$ cat config.mk
export PLATFORM = sky130hd
export DESIGN_NAME = conv_mac_accum_flat
export DESIGN_NICKNAME = d
export VERILOG_FILES = /design/src/rtl/conv_mac_accum_if.sv /design/src/rtl/conv_mac_accum.sv /design/src/flat_wrapper.sv
export SDC_FILE = /design/constraint.sdc
export NUM_CORES = 1
export LEC_CHECK = 0
export ABC_AREA = 1
export BUFFER_PORTS_ARGS = -buffer_cell sky130_fd_sc_hd__buf_2
export CORE_ASPECT_RATIO = 0.7
export CORE_MARGIN = 1
export CORE_UTILIZATION = 67
export DETAILED_ROUTE_END_ITERATION = 6
export PLACE_DENSITY = 0.87
export SETUP_SLACK_MARGIN = 0.15
export SYNTH_ARGS = -nofsm -noshare
export SYNTH_HDL_FRONTEND = slang
export SYNTH_SLANG_ARGS = --single-unit
export TNS_END_PERCENT = 50
$ cat constraint.sdc
create_clock -name clk -period 10.77 [get_ports clk]
set_input_delay 2.154 -clock clk [delete_from_list [all_inputs] [get_ports clk]]
set_output_delay 2.154 -clock clk [all_outputs]
set_load 0.05 [all_outputs]
$ cat src/rtl/conv_mac_accum_if.sv
// Ready/valid bundle between the window generator, the convolution MAC and the
// output feature-map writer.
interface conv_mac_accum_if #(
    parameter int KERNEL = 3,
    parameter int N      = 4,
    parameter int M      = 4,
    parameter int OW     = 8
);
    logic                         in_valid;
    logic                         in_ready;
    logic [KERNEL*KERNEL*N-1:0]   data2conv;
    logic [KERNEL*KERNEL*M-1:0]   w;
    logic [OW-1:0]                bias;
    logic                         out_valid;
    logic                         out_ready;
    logic [OW-1:0]                d_out;
    logic                         out_sat;

    modport master (
        output in_valid, data2conv, w, bias, out_ready,
        input  in_ready, out_valid, d_out, out_sat
    );

    modport slave (
        input  in_valid, data2conv, w, bias, out_ready,
        output in_ready, out_valid, d_out, out_sat
    );
endinterface

$ cat src/rtl/conv_mac_accum.sv
// KxK convolution MAC: per-beat window dot product, CH-beat channel accumulation,
// bias on the first beat, optional ReLU and saturation to OW bits.
module conv_mac_accum #(
    parameter int KERNEL = 3,
    parameter int N      = 4,
    parameter int M      = 4,
    parameter int E      = 4,
    parameter int CH     = 4,
    parameter int CW     = 2,
    parameter int OW     = 8,
    parameter int SIGNED = 1,
    parameter int RELU   = 0
) (
    input  logic             clk,
    input  logic             rst,
    conv_mac_accum_if.slave  io_bus
);
    localparam int K2 = KERNEL * KERNEL;
    localparam int P  = N + M;
    localparam int S  = P + E;
    localparam int A  = S + CW + 1;

    generate
        if ((1 << E) < K2) begin : g_bad_e
            $error("conv_mac_accum: E too small for KERNEL*KERNEL taps");
        end
        if ((1 << CW) < CH) begin : g_bad_cw
            $error("conv_mac_accum: CW too small for CH");
        end
        if (OW > A) begin : g_bad_ow
            $error("conv_mac_accum: OW exceeds accumulator width");
        end
    endgenerate

    function automatic logic signed [P-1:0] mul(input logic [N-1:0] d, input logic [M-1:0] c);
        logic signed [P-1:0] de;
        logic signed [P-1:0] ce;
        if (SIGNED != 0) begin
            de = P'($signed(d));
            ce = P'($signed(c));
        end else begin
            de = P'($unsigned(d));
            ce = P'($unsigned(c));
        end
        return de * ce;
    endfunction

    function automatic logic signed [S-1:0] ext_ps(input logic signed [P-1:0] x);
        if (SIGNED != 0) return S'(x);
        else             return S'($unsigned(x));
    endfunction

    function automatic logic signed [A-1:0] ext_sa(input logic signed [S-1:0] x);
        if (SIGNED != 0) return A'(x);
        else             return A'($unsigned(x));
    endfunction

    function automatic logic signed [A-1:0] ext_oa(input logic [OW-1:0] x);
        if (SIGNED != 0) return A'($signed(x));
        else             return A'($unsigned(x));
    endfunction

    // ReLU first, then clip to the OW range; the MSB of the result is the clip flag,
    // so a ReLU-zeroed value never reports saturation.
    function automatic logic [OW:0] post(input logic signed [A-1:0] x);
        logic signed [A-1:0] v;
        logic                ovf;
        logic [OW-1:0]       q;
        v   = x;
        ovf = 1'b0;
        if (RELU != 0 && SIGNED != 0 && v[A-1]) v = '0;
        if (SIGNED != 0) begin
            for (int i = OW - 1; i < A; i++) begin
                if (v[i] != v[A-1]) ovf = 1'b1;
            end
            if (!ovf)        q = v[OW-1:0];
            else if (v[A-1]) q = {1'b1, {(OW-1){1'b0}}};
            else             q = {1'b0, {(OW-1){1'b1}}};
        end else begin
            for (int i = OW; i < A; i++) begin
                if (v[i]) ovf = 1'b1;
            end
            q = ovf ? '1 : v[OW-1:0];
        end
        return {ovf, q};
    endfunction

    logic                 w_stall;
    logic                 w_en;
    logic                 w_accept;
    logic                 w_first;
    logic                 w_last;
    logic [CW-1:0]        r_in_cnt;

    logic signed [P-1:0]  w_prod [K2];
    logic                 r_vld_p1;
    logic                 r_first_p1;
    logic                 r_last_p1;
    logic [OW-1:0]        r_bias_p1;
    logic signed [P-1:0]  r_prod_p1 [K2];

    logic signed [S-1:0]  w_sum;
    logic                 r_vld_p2;
    logic                 r_first_p2;
    logic                 r_last_p2;
    logic [OW-1:0]        r_bias_p2;
    logic signed [S-1:0]  r_sum_p2;

    logic signed [A-1:0]  w_acc_next;
    logic [OW:0]          w_post;
    logic signed [A-1:0]  r_acc;
    logic                 r_out_valid;
    logic [OW-1:0]        r_d_out;
    logic                 r_out_sat;

    // A held result freezes the whole pipeline, including the input counter.
    assign w_stall         = r_out_valid && !io_bus.out_ready;
    assign w_en            = !w_stall;
    assign io_bus.in_ready = !rst && !w_stall;
    assign w_accept        = io_bus.in_valid && io_bus.in_ready;
    assign w_first         = (r_in_cnt == '0);
    assign w_last          = (r_in_cnt == CW'(CH - 1));

    always_ff @(posedge clk) begin
        if (rst) begin
            r_in_cnt <= '0;
        end else if (w_accept) begin
            r_in_cnt <= w_last ? '0 : r_in_cnt + CW'(1);
        end
    end

    // Stage 1: per-tap products
    always_comb begin
        for (int i = 0; i < K2; i++) begin
            w_prod[i] = mul(io_bus.data2conv[i*N +: N], io_bus.w[i*M +: M]);
        end
    end

    always_ff @(posedge clk) begin
        if (rst) begin
            r_vld_p1 <= 1'b0;
        end else if (w_en) begin
            r_vld_p1 <= w_accept;
        end
    end

    always_ff @(posedge clk) begin
        if (w_en) begin
            r_first_p1 <= w_first;
            r_last_p1  <= w_last;
            for (int i = 0; i < K2; i++) begin
                r_prod_p1[i] <= w_prod[i];
            end
            if (w_accept && w_first) r_bias_p1 <= io_bus.bias;
        end
    end

    // Stage 2: window sum
    always_comb begin
        w_sum = '0;
        for (int i = 0; i < K2; i++) begin
            w_sum = w_sum + ext_ps(r_prod_p1[i]);
        end
    end

    always_ff @(posedge clk) begin
        if (rst) begin
            r_vld_p2 <= 1'b0;
        end else if (w_en) begin
            r_vld_p2 <= r_vld_p1;
        end
    end

    always_ff @(posedge clk) begin
        if (w_en) begin
            r_first_p2 <= r_first_p1;
            r_last_p2  <= r_last_p1;
            r_bias_p2  <= r_bias_p1;
            r_sum_p2   <= w_sum;
        end
    end

    // Stage 3: channel accumulation and output register
    assign w_acc_next = (r_first_p2 ? ext_oa(r_bias_p2) : r_acc) + ext_sa(r_sum_p2);
    assign w_post     = post(w_acc_next);

    always_ff @(posedge clk) begin
        if (rst) begin
            r_acc       <= '0;
            r_out_valid <= 1'b0;
            r_d_out     <= '0;
            r_out_sat   <= 1'b0;
        end else begin
            if (w_en && r_vld_p2) begin
                r_acc <= r_last_p2 ? '0 : w_acc_next;
            end
            if (w_en && r_vld_p2 && r_last_p2) begin
                r_out_valid <= 1'b1;
                r_d_out     <= w_post[OW-1:0];
                r_out_sat   <= w_post[OW];
            end else if (r_out_valid && io_bus.out_ready) begin
                r_out_valid <= 1'b0;
            end
        end
    end

    assign io_bus.out_valid = r_out_valid;
    assign io_bus.d_out     = r_d_out;
    assign io_bus.out_sat   = r_out_sat;
endmodule

$ cat src/flat_wrapper.sv
// flat-port wrapper written by rule: the top's interface ports become plain ports
module conv_mac_accum_flat 
#(
    parameter int KERNEL = 3,
    parameter int N      = 4,
    parameter int M      = 4,
    parameter int E      = 4,
    parameter int CH     = 4,
    parameter int CW     = 2,
    parameter int OW     = 8,
    parameter int SIGNED = 1,
    parameter int RELU   = 0
)
  (clk, rst, io_bus_in_valid, io_bus_data2conv, io_bus_w, io_bus_bias, io_bus_out_ready, io_bus_in_ready, io_bus_out_valid, io_bus_d_out, io_bus_out_sat);
  conv_mac_accum_if #(.KERNEL(KERNEL), .N(N), .M(M), .OW(OW)) io_bus_i ();
  input  logic clk;
  input  logic rst;
  input wire logic [$bits(io_bus_i.in_valid)-1:0] io_bus_in_valid;
  input wire logic [$bits(io_bus_i.data2conv)-1:0] io_bus_data2conv;
  input wire logic [$bits(io_bus_i.w)-1:0] io_bus_w;
  input wire logic [$bits(io_bus_i.bias)-1:0] io_bus_bias;
  input wire logic [$bits(io_bus_i.out_ready)-1:0] io_bus_out_ready;
  output wire logic [$bits(io_bus_i.in_ready)-1:0] io_bus_in_ready;
  output wire logic [$bits(io_bus_i.out_valid)-1:0] io_bus_out_valid;
  output wire logic [$bits(io_bus_i.d_out)-1:0] io_bus_d_out;
  output wire logic [$bits(io_bus_i.out_sat)-1:0] io_bus_out_sat;
  assign io_bus_i.in_valid = io_bus_in_valid;
  assign io_bus_i.data2conv = io_bus_data2conv;
  assign io_bus_i.w = io_bus_w;
  assign io_bus_i.bias = io_bus_bias;
  assign io_bus_i.out_ready = io_bus_out_ready;
  assign io_bus_in_ready = io_bus_i.in_ready;
  assign io_bus_out_valid = io_bus_i.out_valid;
  assign io_bus_d_out = io_bus_i.d_out;
  assign io_bus_out_sat = io_bus_i.out_sat;
  conv_mac_accum #(.KERNEL(KERNEL), .N(N), .M(M), .E(E), .CH(CH), .CW(CW), .OW(OW), .SIGNED(SIGNED), .RELU(RELU)) u_core (.clk(clk), .rst(rst), .io_bus(io_bus_i));
endmodule
### Word level (Yosys, flattened, before mapping)

Memory sizes are Yosys's and may differ from the RTL's.
Cells that the tools add are included.

* add/sub/neg operators: 10
* $mul: 9
* equality and inequality tests: 8
* mux-type cells: 15
* bitwise operators: 1
* reductions and logical operators: 13

Operators with widths (count)
* $add A12 B8 Y12: 6
* $mul A4 B4 Y8: 9
* $mux W15: 2
* $mux W8: 2
* $add A15 B12 Y15: 1
* $add A9 B8 Y10: 1
* $mux W1: 10
* $add A8 B8 Y9: 1
* $logic_and A1 B1 Y1: 7
* $ne A1 B1 Y1: 7
* $logic_not A1 Y1: 3
* $add A2 B1 Y2 const B: 1
* $eq A2 B2 Y1 const B: 1
* $logic_not A2 Y1: 1
* $mux W2: 1
* $reduce_and A2 Y1: 1
* $reduce_bool A2 Y1: 1
* $not A1 Y1: 1

* register bits: 61
* bits in writable memories: 72
* output and inout port bits: 11
* memories: 1

Memories
* u_core.r_prod_p1: words 9, bits a word 8, rd ports 9, clocked after memory_dff 0, write ports 9, RTL line conv_mac_accum.sv:100 `logic signed [P-1:0] r_prod_p1 [K2];`

### Logic depth before layout (Yosys ltp)

Gate-level depths: netlist of run 1.

* depth in word-level cells: 11
* mapped depth: 25
* gate-level depth less buffers: 25

### Least setup slack after synthesis of run 1

OpenSTA, ideal clock, no wires.

* path type: input to register
* from: input port io_bus_out_ready
* to: register u_core.r_acc[7]
* arrival time: 5577 ps
* required time: 10700 ps
* slack: 5123 ps
* stages: 7
* buffers on the path: 1
* cells stage by stage: nor2_1 -> inv_1 -> nand2_1 -> nor2_1 -> clkbuf_1 -> nand2_1 -> a21oi_1

* word-level cells in the longest chain between the ends: 4

RTL lines
* start: declaration: RTL line flat_wrapper.sv:22 `input wire logic [$bits(io_bus_i.out_ready)-1:0] io_bus_out_ready;`
* $logic_not A1 Y1: RTL line conv_mac_accum.sv:117 `assign w_stall = r_out_valid && !io_bus.out_ready;`
* $logic_and A1 B1 Y1: RTL line conv_mac_accum.sv:117
* $logic_not A1 Y1: RTL line conv_mac_accum.sv:118 `assign w_en = !w_stall;`
* $logic_and A1 B1 Y1: RTL line conv_mac_accum.sv:194 `if (w_en && r_vld_p2) begin`
* end signal: assignment: RTL line conv_mac_accum.sv:195 `r_acc <= r_last_p2 ? '0 : w_acc_next;`
* end: declaration: RTL line conv_mac_accum.sv:111 `logic signed [A-1:0] r_acc;`

No other way between the ends.
A chain may end at the register's enable or synchronous reset.

==> summary.md, run 1 <==
| Metric | Value |
|---|---|
| Die Wd | `166 um` |
| Starting Density | `69.3%` |
| CP peak stage delay | `0.53 ns` |
| Port bufs | `94` |
| Clock Sinks | `133` |
| Routed WL per cell | `15.9 um` |
| Most common flop cell mapped by yosys | `edfxtp_1` |
| Worst hold path startpoint | `u_core.r_bias_p1[4]` |
| Crit share post-route | `59.7%` |
| Worst path slowest cell | `fa_1` |
| Root buf cell | `clkbuf_16` |
| Status | `finished with violations` |
| Ports | `95` |
| Initial DRC Count | `699` |
| DP Worst Slack | `4.99 ns` |
| Sequential share of the synthesized area | `29.3%` |
| Slew Viols, Final | `0` |
| Worst r2r src | `u_core.r_prod_p1[0][9]` |
| Critical-path cell list | `inv_1, fa_1, inv_1, ha_1, inv_1, fa_1, o21ai_0, a21oi_1, o21ai_0, xnor2_1, inv_1, fa_1, inv_1, fa_1, fa_1, fa_1, inv_1, ha_1, nand2_1, o21ai_0, a21oi_1, nor2_1, nor2_1, xor2_1` |
| Pin count of the biggest net entering global routing | `87` |
| Fin area | `14000 um^2` |
| # hold bufs at CTS | `0` |
| Final worst path period need | `6.43 ns` |
| Clock buffer depth | `2` |
| #FFs+latches synth | `133` |
| DIE HEIGHT | `117 um` |
| Kind of critical path | `flop to flop` |
| Vias in the first global route | `9389` |
| Synthesized area per cell | `9.43 um^2` |
| Setup violations, final | `0` |
| H-tree depth | `4` |
| Failing checks | `DRC` |
| RSZ-0062 raised after global routing | `false` |
| Crit end category | `flop` |
| Synth unique cells | `35` |
| ANT nets after route | `0` |
| Hold-critical path depth | `0` |
| Initial DRT Pass Iterations | `7` |
| Yosys warning count | `0` |
| Setup TNS | `0 ns` |
| Top cell type's share of synthesized area | `24.7%` |
| Worst skew pair latency | `0.43 ns` |
| Clock-pin slew on the worst setup and hold paths | `0.06 ns` |
| Post-synth EDFFs | `104` |
| Via count | `9181` |
| Total gr overflow | `0` |
| Worst-Margin Slew | `1.09 ns` |
| Total of cells resized after clock tree synthesis | `0` |
| Synth top area cells | `edfxtp_1 25%, fa_1 22%, ha_1 14%` |
| Reg2reg path depth | `24` |
| Post-synth ARST share | `0%` |
| Max Fclk | `155 MHz` |
| Area of the mapped netlist | `12700 um^2` |
| Final Hold Fails | `0` |
| WP data arrival | `6.60 ns` |
| Core area | `18300 um^2` |
| CP Max Fanout | `4` |
| Normalized max-slew margin | `27.6%` |
| Max-cap violation count | `0` |
| Hold crit path type | `flop to flop` |
| Worst Setup Start Kind | `flop` |
| R2R Path End | `u_core.r_sum_p2[11]` |
| GPL Wtd Cong | `0.911` |
| Initial antenna violation count | `0` |
| Standard-cell rows | `41` |
| Tot GR Track Use | `29.5%` |
| Top post-synthesis cells by count | `329 x inv_1, 263 x nand2_1, 145 x ha_1` |
| Layout cells sized above 1 | `12.7%` |
| Required @ worst endpoint | `10.94 ns` |
| Antenna cell count | `0` |
| Hold Path End | `u_core.r_bias_p2[4]` |
| Post-route setup slack | `4.34 ns` |
| Final nets | `1815` |
| Area Overhead vs Synth | `10.8%` |
| Worst Skew | `0.0109 ns` |
| Vias/cell | `5.41` |
| Post-CTS setup buffer count | `0` |
| DIE AREA | `19400 um^2` |
| Routed WL | `26900 um` |
| Reg2Reg Setup Slack | `4.34 ns` |
| Total CTS buffers | `17` |
| CTS tree | `done` |
| Synth area leader | `edfxtp_1` |
| Cells after synthesis | `1341` |
| Syn_nets | `1709` |
| Placed Area | `13400 um^2` |
| First-pass GRT wire length | `44500 um` |
| Hpwl dp | `19600 um` |
| DRC | `3` |
| Count leader, synth | `inv_1` |
## flip-flops by register name (all words and copies together), names as in the netlist, 2 cells and up
register and count:
u_core.r_in_cnt 2, u_core.r_prod_p1 72, u_core.r_bias_p1 8, u_core.io_bus.d_out 8, u_core.r_sum_p2 12, u_core.r_acc 15
u_core.r_bias_p2 8
## layout by cell type, fill, tap and decap left out, drive strengths merged
cell type	n
dfxtp	29
clkinv	4
a21oi	61
inv	335
nand2	273
and2	3
fa	139
xnor2	35
o21ai	38
nor3	2
ha	145
o211ai	1
a31oi	2
buf	95
clkbuf	23
nor2	27
o31ai	1
xor2	54
or2	28
o21bai	1
edfxtp	104
mux2	7
nand3	43
a22oi	2
nand4	7
a21o	1
## logic make-up (layout without fill, tap and decap cells)
group | Yosys count | in the layout | share of synthesized area, %
simple gates | 383 | 383 | 13.1
flops | 133 | 133 | 29.3
fa+ha+maj | 284 | 284 | 36.3
xor+xnor | 89 | 89 | 6.22
buf+inv | 338 | 457 | 10.1
mux | 7 | 7 | 0.623
compound gates | 107 | 107 | 4.40
## final cells by class
cell class,instances,area [um^2]
multi-input cells,870,7670
clock inverters,9,70.1
inverters,330,1240
clock buffers,23,553
repair buffers,95,478
flip-flops and latches,133,3700
well taps,236,295
fillers,1120,4250
## critical path: cells and delay by family, from the launching register on
kind / cells / cell delay (ns)
AO/OA/AOI/OAI: 5 / 1.30
adder cells (fa/ha/maj): 8 / 3.37
flip-flops: 1 / 0.37
buffers and inverters: 6 / 0.46
AND/OR/NAND/NOR: 3 / 0.31
XOR/XNOR: 2 / 0.36
## metal layers
metal | up-vias | GRT usage (%) | part of all wire [%]
met3 | 87 | 5.04 | 5.1
met5 | - | 0 | 0
met2 | 313 | 51.3 | 49
met1 | 4423 | 37.9 | 43
met4 | 0 | 10.7 | 3.1
li1 | 4358 | - | -
## worst max path at each step
stage,start,to,slack [ns],cells past startpoint
floorplan,io_bus_out_ready,u_core.r_acc[7],5.12,7
global placement,u_core.r_prod_p1[0][9],u_core.r_sum_p2[11],5.13,24
detailed placement,u_core.r_prod_p1[0][9],u_core.r_sum_p2[11],4.99,24
CTS,u_core.r_prod_p1[0][9],u_core.r_sum_p2[11],4.43,24
global route,u_core.r_prod_p1[0][17],u_core.r_sum_p2[11],4.15,24
finish,u_core.r_prod_p1[0][9],u_core.r_sum_p2[11],4.34,24
## metrics by stage
step	util [%]	std cells	hold slack [ns]
CTS	76.7	1696	0.419
global route	76.7	1696	0.432
global placement	73.3	1664	0.402
floorplan	-	1341	0.400
detailed placement	73.3	1664	0.407
finish	76.7	1696	0.419
Power of run 1 is not shown: default switching activity piles up to over one toggle a cycle in this logic, so the estimate is an artifact.
==> run 2, diff against run 1 <==
--- a/config.mk
+++ b/config.mk
@@ -9,9 +9,9 @@
 export BUFFER_PORTS_ARGS = -buffer_cell sky130_fd_sc_hd__buf_2
 export CORE_ASPECT_RATIO = 0.7
 export CORE_MARGIN = 1
-export CORE_UTILIZATION = 67
+export CORE_UTILIZATION = 56
 export DETAILED_ROUTE_END_ITERATION = 6
-export PLACE_DENSITY = 0.87
+export PLACE_DENSITY = 0.78
 export SETUP_SLACK_MARGIN = 0.15
 export SYNTH_ARGS = -nofsm -noshare
 export SYNTH_HDL_FRONTEND = slang
==> constraint.sdc (replaced) <==
create_clock -name clk -period 5.7 [get_ports clk]
set_input_delay 1.14 -clock clk [delete_from_list [all_inputs] [get_ports clk]]
set_output_delay 1.14 -clock clk [all_outputs]
set_load 0.05 [all_outputs]
==> run 2 against run 1 <==
The run now ends clean. Setup slack worse by 4.2 ns. First-iteration DRC count decreased by 19%. Sequential cell count did not move. Largest cell class unchanged. Register-to-register slack worse by 4.2 ns. Die area grew 19%.
==> summary.md, run 2 (synthesis results as in run 1) <==
| Metric | Value |
|---|---|
| Kind of critical path | `flop to flop` |
| CTS tree | `done` |
| Initial DRC Count | `564` |
| Reg2Reg Setup Slack | `0.17 ns` |
| R2R Path End | `u_core.r_sum_p2[11]` |
| Via count | `8831` |
| Setup TNS | `0 ns` |
| WP data arrival | `5.71 ns` |
| Worst-Margin Slew | `1.04 ns` |
| Core area | `21900 um^2` |
| First-pass GRT wire length | `41700 um` |
| CP Max Fanout | `5` |
| Ports | `95` |
| Layout cells sized above 1 | `14.8%` |
| Initial antenna violation count | `0` |
| Post-route setup slack | `0.165 ns` |
| Port bufs | `94` |
| Largest register FFs | `72` |
| RSZ-0062 raised after global routing | `true` |
| Worst Setup Start Kind | `flop` |
| Starting Density | `57.8%` |
| Required @ worst endpoint | `5.87 ns` |
| Top reg by flops | `u_core.r_prod_p1` |
| Worst r2r src | `u_core.r_prod_p1[0][3]` |
| Hold-critical path depth | `0` |
| Worst Skew | `0.00830 ns` |
| Worst skew pair latency | `0.42 ns` |
| Fin Hold WS | `0.416 ns` |
| Tot GR Track Use | `22.7%` |
| Status | `finished, final reports clean` |
| Vias/cell | `5.05` |
| Reg2reg path depth | `23` |
| Fillers | `1707` |
| Crit end category | `flop` |
| Clock Sinks | `133` |
| DRC | `0` |
| Area Overhead vs Synth | `12.2%` |
| Final nets | `1821` |
| H-tree depth | `4` |
| Fin util | `64.8%` |
| DIE HEIGHT | `128 um` |
| DP Worst Slack | `-0.111 ns` |
| Die Wd | `182 um` |
| Clock buffer depth | `2` |
| Clock-pin slew on the worst setup and hold paths | `0.06 ns` |
| Initial DRT Pass Iterations | `5` |
| Pin count of the biggest net entering global routing | `84` |
| Final Hold Fails | `0` |
| Total gr overflow | `0` |
| Standard-cell rows | `45` |
| DIE AREA | `23200 um^2` |
| Most frequent cells in the layout | `324 x inv_1, 261 x nand2_1, 138 x ha_1` |
| Vias in the first global route | `8993` |
| Crit share post-route | `97.1%` |
| Hold Path End | `u_core.r_bias_p2[4]` |
| GPL Wtd Cong | `0.879` |
| Commonest non-fill, non-tap cell in the layout | `inv_1` |
| Root buf cell | `clkbuf_16` |
| Max-cap violation count | `0` |
| Hpwl dp | `19800 um` |
| Normalized max-slew margin | `30.6%` |
| Max Fclk | `181 MHz` |
| Antenna cell count | `0` |
| Total CTS buffers | `17` |
| ANT nets after route | `0` |
| Final worst path period need | `5.53 ns` |
| Worst hold path startpoint | `u_core.r_bias_p1[4]` |
| Biggest regs | `u_core.r_prod_p1: 72 flops, u_core.r_acc: 15 flops, u_core.r_sum_p2: 12 flops` |
| Routed WL | `24800 um` |
| Routed WL per cell | `14.2 um` |
| Slew Viols, Final | `0` |
| Setup violations, final | `0` |
| Hold crit path type | `flop to flop` |
==> run 2: cell types whose count changed in the layout (fill, tap and decap cells not counted), sizes merged <==
cell	previous run	this run
clkinv	4	10
inv	335	331
bufinv	0	1
buf	95	101
clkbuf	23	17
clkinvlp	0	3
==> run 2: repair_timing <==
item | in CTS | in global routing
pin swaps | 1 | 16
buffers inserted | 0 | 2
setup endpoints to repair | 3 | 4
hold buffers | 0 | 0
hold endpoints to repair | 0 | 0
resized for setup | 9 | 25
==> run 2: how the worst max path moves through the flow <==
stage	startpoint	end	cells past startpoint
finish	u_core.r_prod_p1[0][3]	u_core.r_sum_p2[11]	23
global route	u_core.r_prod_p1[0][9]	u_core.r_sum_p2[10]	25
CTS	u_core.r_prod_p1[0][2]	u_core.r_sum_p2[10]	22
detailed placement	u_core.r_prod_p1[0][2]	u_core.r_sum_p2[11]	22
global placement	u_core.r_prod_p1[0][9]	u_core.r_sum_p2[11]	25
floorplan	u_core.r_prod_p1[0][9]	u_core.r_sum_p2[11]	24
==> run 2: stage by stage <==
stage                     cell area, um^2  std cells
after floorplan                     12700       1341
after global placement              13500       1714
after detailed placement            13500       1714
after CTS                           14100       1746
after global routing                14200       1748
final                               14200       1748
==> run 2: area by class of cell <==
class	instances	area, um^2	share of cell area, %
multi-input combinational	870	7820	55.1
sequential	133	3700	26.1
inverter	330	1240	8.73
timing repair buffer	101	523	3.68
clock buffer	17	425	3.00
tap	282	353	2.49
clock inverter	15	133	0.934
==> run 2: layer usage <==
layer | up-vias | track usage [%] | share of wire (%)
met5 | - | 0 | 0
met4 | 0 | 5.73 | 1.4
met3 | 33 | 3.52 | 4.2
met2 | 229 | 37.2 | 46
met1 | 4196 | 31.9 | 48
li1 | 4373 | - | -
==> run 2: worst max-delay path, stage by stage (launching register included) <==
cell	delay, ns
edfxtp_1	0.41
fa_1	0.55
ha_4	0.32
nand3_1	0.08
nand2_1	0.11
a21oi_1	0.09
o21bai_1	0.23
xor2_1	0.17
inv_1	0.06
fa_1	0.48
inv_1	0.05
fa_1	0.52
fa_1	0.43
fa_1	0.52
inv_1	0.07
ha_4	0.27
a21oi_2	0.15
nand2_1	0.09
a21oi_2	0.17
o21ai_2	0.10
a21oi_1	0.15
nor2_1	0.05
nor2_1	0.12
xor2_1	0.08
Power of run 2 is left out for the same reason.
==> run 3, diff against run 2 <==
--- a/config.mk
+++ b/config.mk
@@ -12,6 +12,7 @@
 export CORE_UTILIZATION = 56
 export DETAILED_ROUTE_END_ITERATION = 6
 export PLACE_DENSITY = 0.78
+export REMOVE_ABC_BUFFERS = 1
 export SETUP_SLACK_MARGIN = 0.15
 export SYNTH_ARGS = -nofsm -noshare
 export SYNTH_HDL_FRONTEND = slang
==> run 3 against run 2 <==
Register-to-register slack got worse by 0.09 ns. Highest routed layer unchanged. Critical endpoint unchanged. Sequential share of layout area fell by 0.085 points. Routed wire length rose by 1.8%. Largest cell class unchanged.
==> summary.md, run 3 (synthesis results as in run 1) <==
| Metric | Value |
|---|---|
| Worst Skew | `0.00807 ns` |
| Ports | `95` |
| Max Fclk | `178 MHz` |
| Via count | `8936` |
| DIE AREA | `23200 um^2` |
| Critical-path cell list | `fa_1, ha_4, a21oi_4, nand2_4, a21oi_2, o21bai_2, xor2_1, inv_1, fa_1, inv_1, fa_1, fa_1, fa_1, inv_2, ha_4, a21oi_2, nand2_1, a21oi_2, o21ai_2, a21oi_1, nor2_1, nor2_1, xor2_1` |
| Initial antenna violation count | `0` |
| DRC | `0` |
| Routed WL per cell | `14.4 um` |
| Hold-critical path depth | `0` |
| Fillers | `1683` |
| CTS tree | `done` |
| Post-Place Cells | `1713` |
| # hold bufs at CTS | `0` |
| Starting Density | `57.8%` |
| Die Wd | `182 um` |
| Total CTS buffers | `17` |
| Initial DRC Count | `584` |
| First-pass GRT wire length | `40900 um` |
| Normalized max-slew margin | `30.0%` |
| CP Max Fanout | `5` |
| Clock-pin slew on the worst setup and hold paths | `0.06 ns` |
| CP top delay family | `adder cells` |
| Crit share post-route | `98.7%` |
| Final nets | `1824` |
| Fin cells | `1751` |
| Multi-input gate area | `7840 um^2` |
| Tot GR Track Use | `22.4%` |
| Area Overhead vs Synth | `12.6%` |
| Worst path depth | `23` |
| Layout cells sized above 1 | `15.0%` |
| Clock Sinks | `133` |
| Total gr overflow | `0` |
| Required @ worst endpoint | `5.87 ns` |
| Standard-cell rows | `45` |
| Initial DRT Pass Iterations | `5` |
| Crit end category | `flop` |
| Final worst path period need | `5.62 ns` |
| CP peak stage delay | `0.61 ns` |
| Antenna cell count | `0` |
| Pin count of the biggest net entering global routing | `59` |
| GPL Wtd Cong | `0.898` |
| ANT nets after route | `0` |
| Most frequent cells in the layout | `326 x inv_1, 261 x nand2_1, 138 x fa_1` |
| RSZ-0062 raised after global routing | `true` |
| Vias/cell | `5.10` |
| Routed WL | `25200 um` |
| WP data arrival | `5.80 ns` |
| Core area | `21900 um^2` |
| Worst Setup Start Kind | `flop` |
| Vias in the first global route | `8823` |
| DIE HEIGHT | `128 um` |
| Port bufs | `94` |
| Reg2reg path depth | `23` |
| Final Hold Fails | `0` |
| Worst skew pair latency | `0.42 ns` |
| WP buf/inv | `3` |
| Setup violations, final | `0` |
| Commonest non-fill, non-tap cell in the layout | `inv_1` |
| Max-cap violation count | `0` |
| FF/Latch Area | `3700 um^2` |
| Worst path slowest cell | `fa_1` |
| Hold crit path type | `flop to flop` |
| Top reg by flops | `u_core.r_prod_p1` |
| Root buf cell | `clkbuf_16` |
| Clock buffer depth | `2` |
| Hpwl dp | `19300 um` |
| Biggest regs | `u_core.r_prod_p1: 72 flops, u_core.r_acc: 15 flops, u_core.r_sum_p2: 12 flops` |
| Worst path most repeated cell | `fa_1` |
| Kind of critical path | `flop to flop` |
| Worst-Margin Slew | `1.05 ns` |
| Status | `finished, final reports clean` |
| H-tree depth | `4` |
| Slew Viols, Final | `0` |
| Largest register FFs | `72` |
-- run 3: routing by layer --
metal | up-vias | global-route usage [%] | part of all wire [%]
met2 | 220 | 36.0 | 46
met4 | 0 | 6.93 | 2.5
met1 | 4277 | 31.5 | 47
li1 | 4386 | - | -
met3 | 53 | 3.27 | 3.8
met5 | - | 0 | 0
-- run 3: cell type report --
class | instances | area share (%)
flip-flops and latches | 133 | 26.0
well taps | 282 | 2.48
repair buffers | 104 | 3.83
clock inverters | 10 | 0.474
clock buffers | 22 | 3.49
multi-input cells | 870 | 55.0
inverters | 330 | 8.71
-- run 3: what timing repair did --
action	in CTS	in global routing
pin swaps	0	31
endpoints found under the setup margin	3	5
setup buffers	0	6
resized for setup	9	25
-- run 3: final timing paths --
path                      startpoint                  end  slack (ns)
max reg2reg  u_core.r_prod_p1[0][11]  u_core.r_sum_p2[11]        0.08
min              u_core.r_bias_p1[4]  u_core.r_bias_p2[4]        0.41
max          u_core.r_prod_p1[0][11]  u_core.r_sum_p2[11]        0.08
min reg2reg      u_core.r_bias_p1[4]  u_core.r_bias_p2[4]        0.41
-- run 3: metrics by stage --
stage | setup slack (ns) | cell area, um^2 | utilization [%] | TNS [ns] | hold WS (ns)
CTS | 0.160 | 14100 | 64.3 | 0 | 0.413
floorplan | 0.206 | 12600 | - | 0 | 0.400
global placement | 0.0784 | 13500 | 61.5 | 0 | 0.402
finish | 0.0752 | 14200 | 65.0 | 0 | 0.413
global route | -0.190 | 14200 | 65.0 | -0.249 | 0.418
detailed placement | -0.0804 | 13500 | 61.5 | -0.0804 | 0.406
Power of run 3 is left out for the same reason.
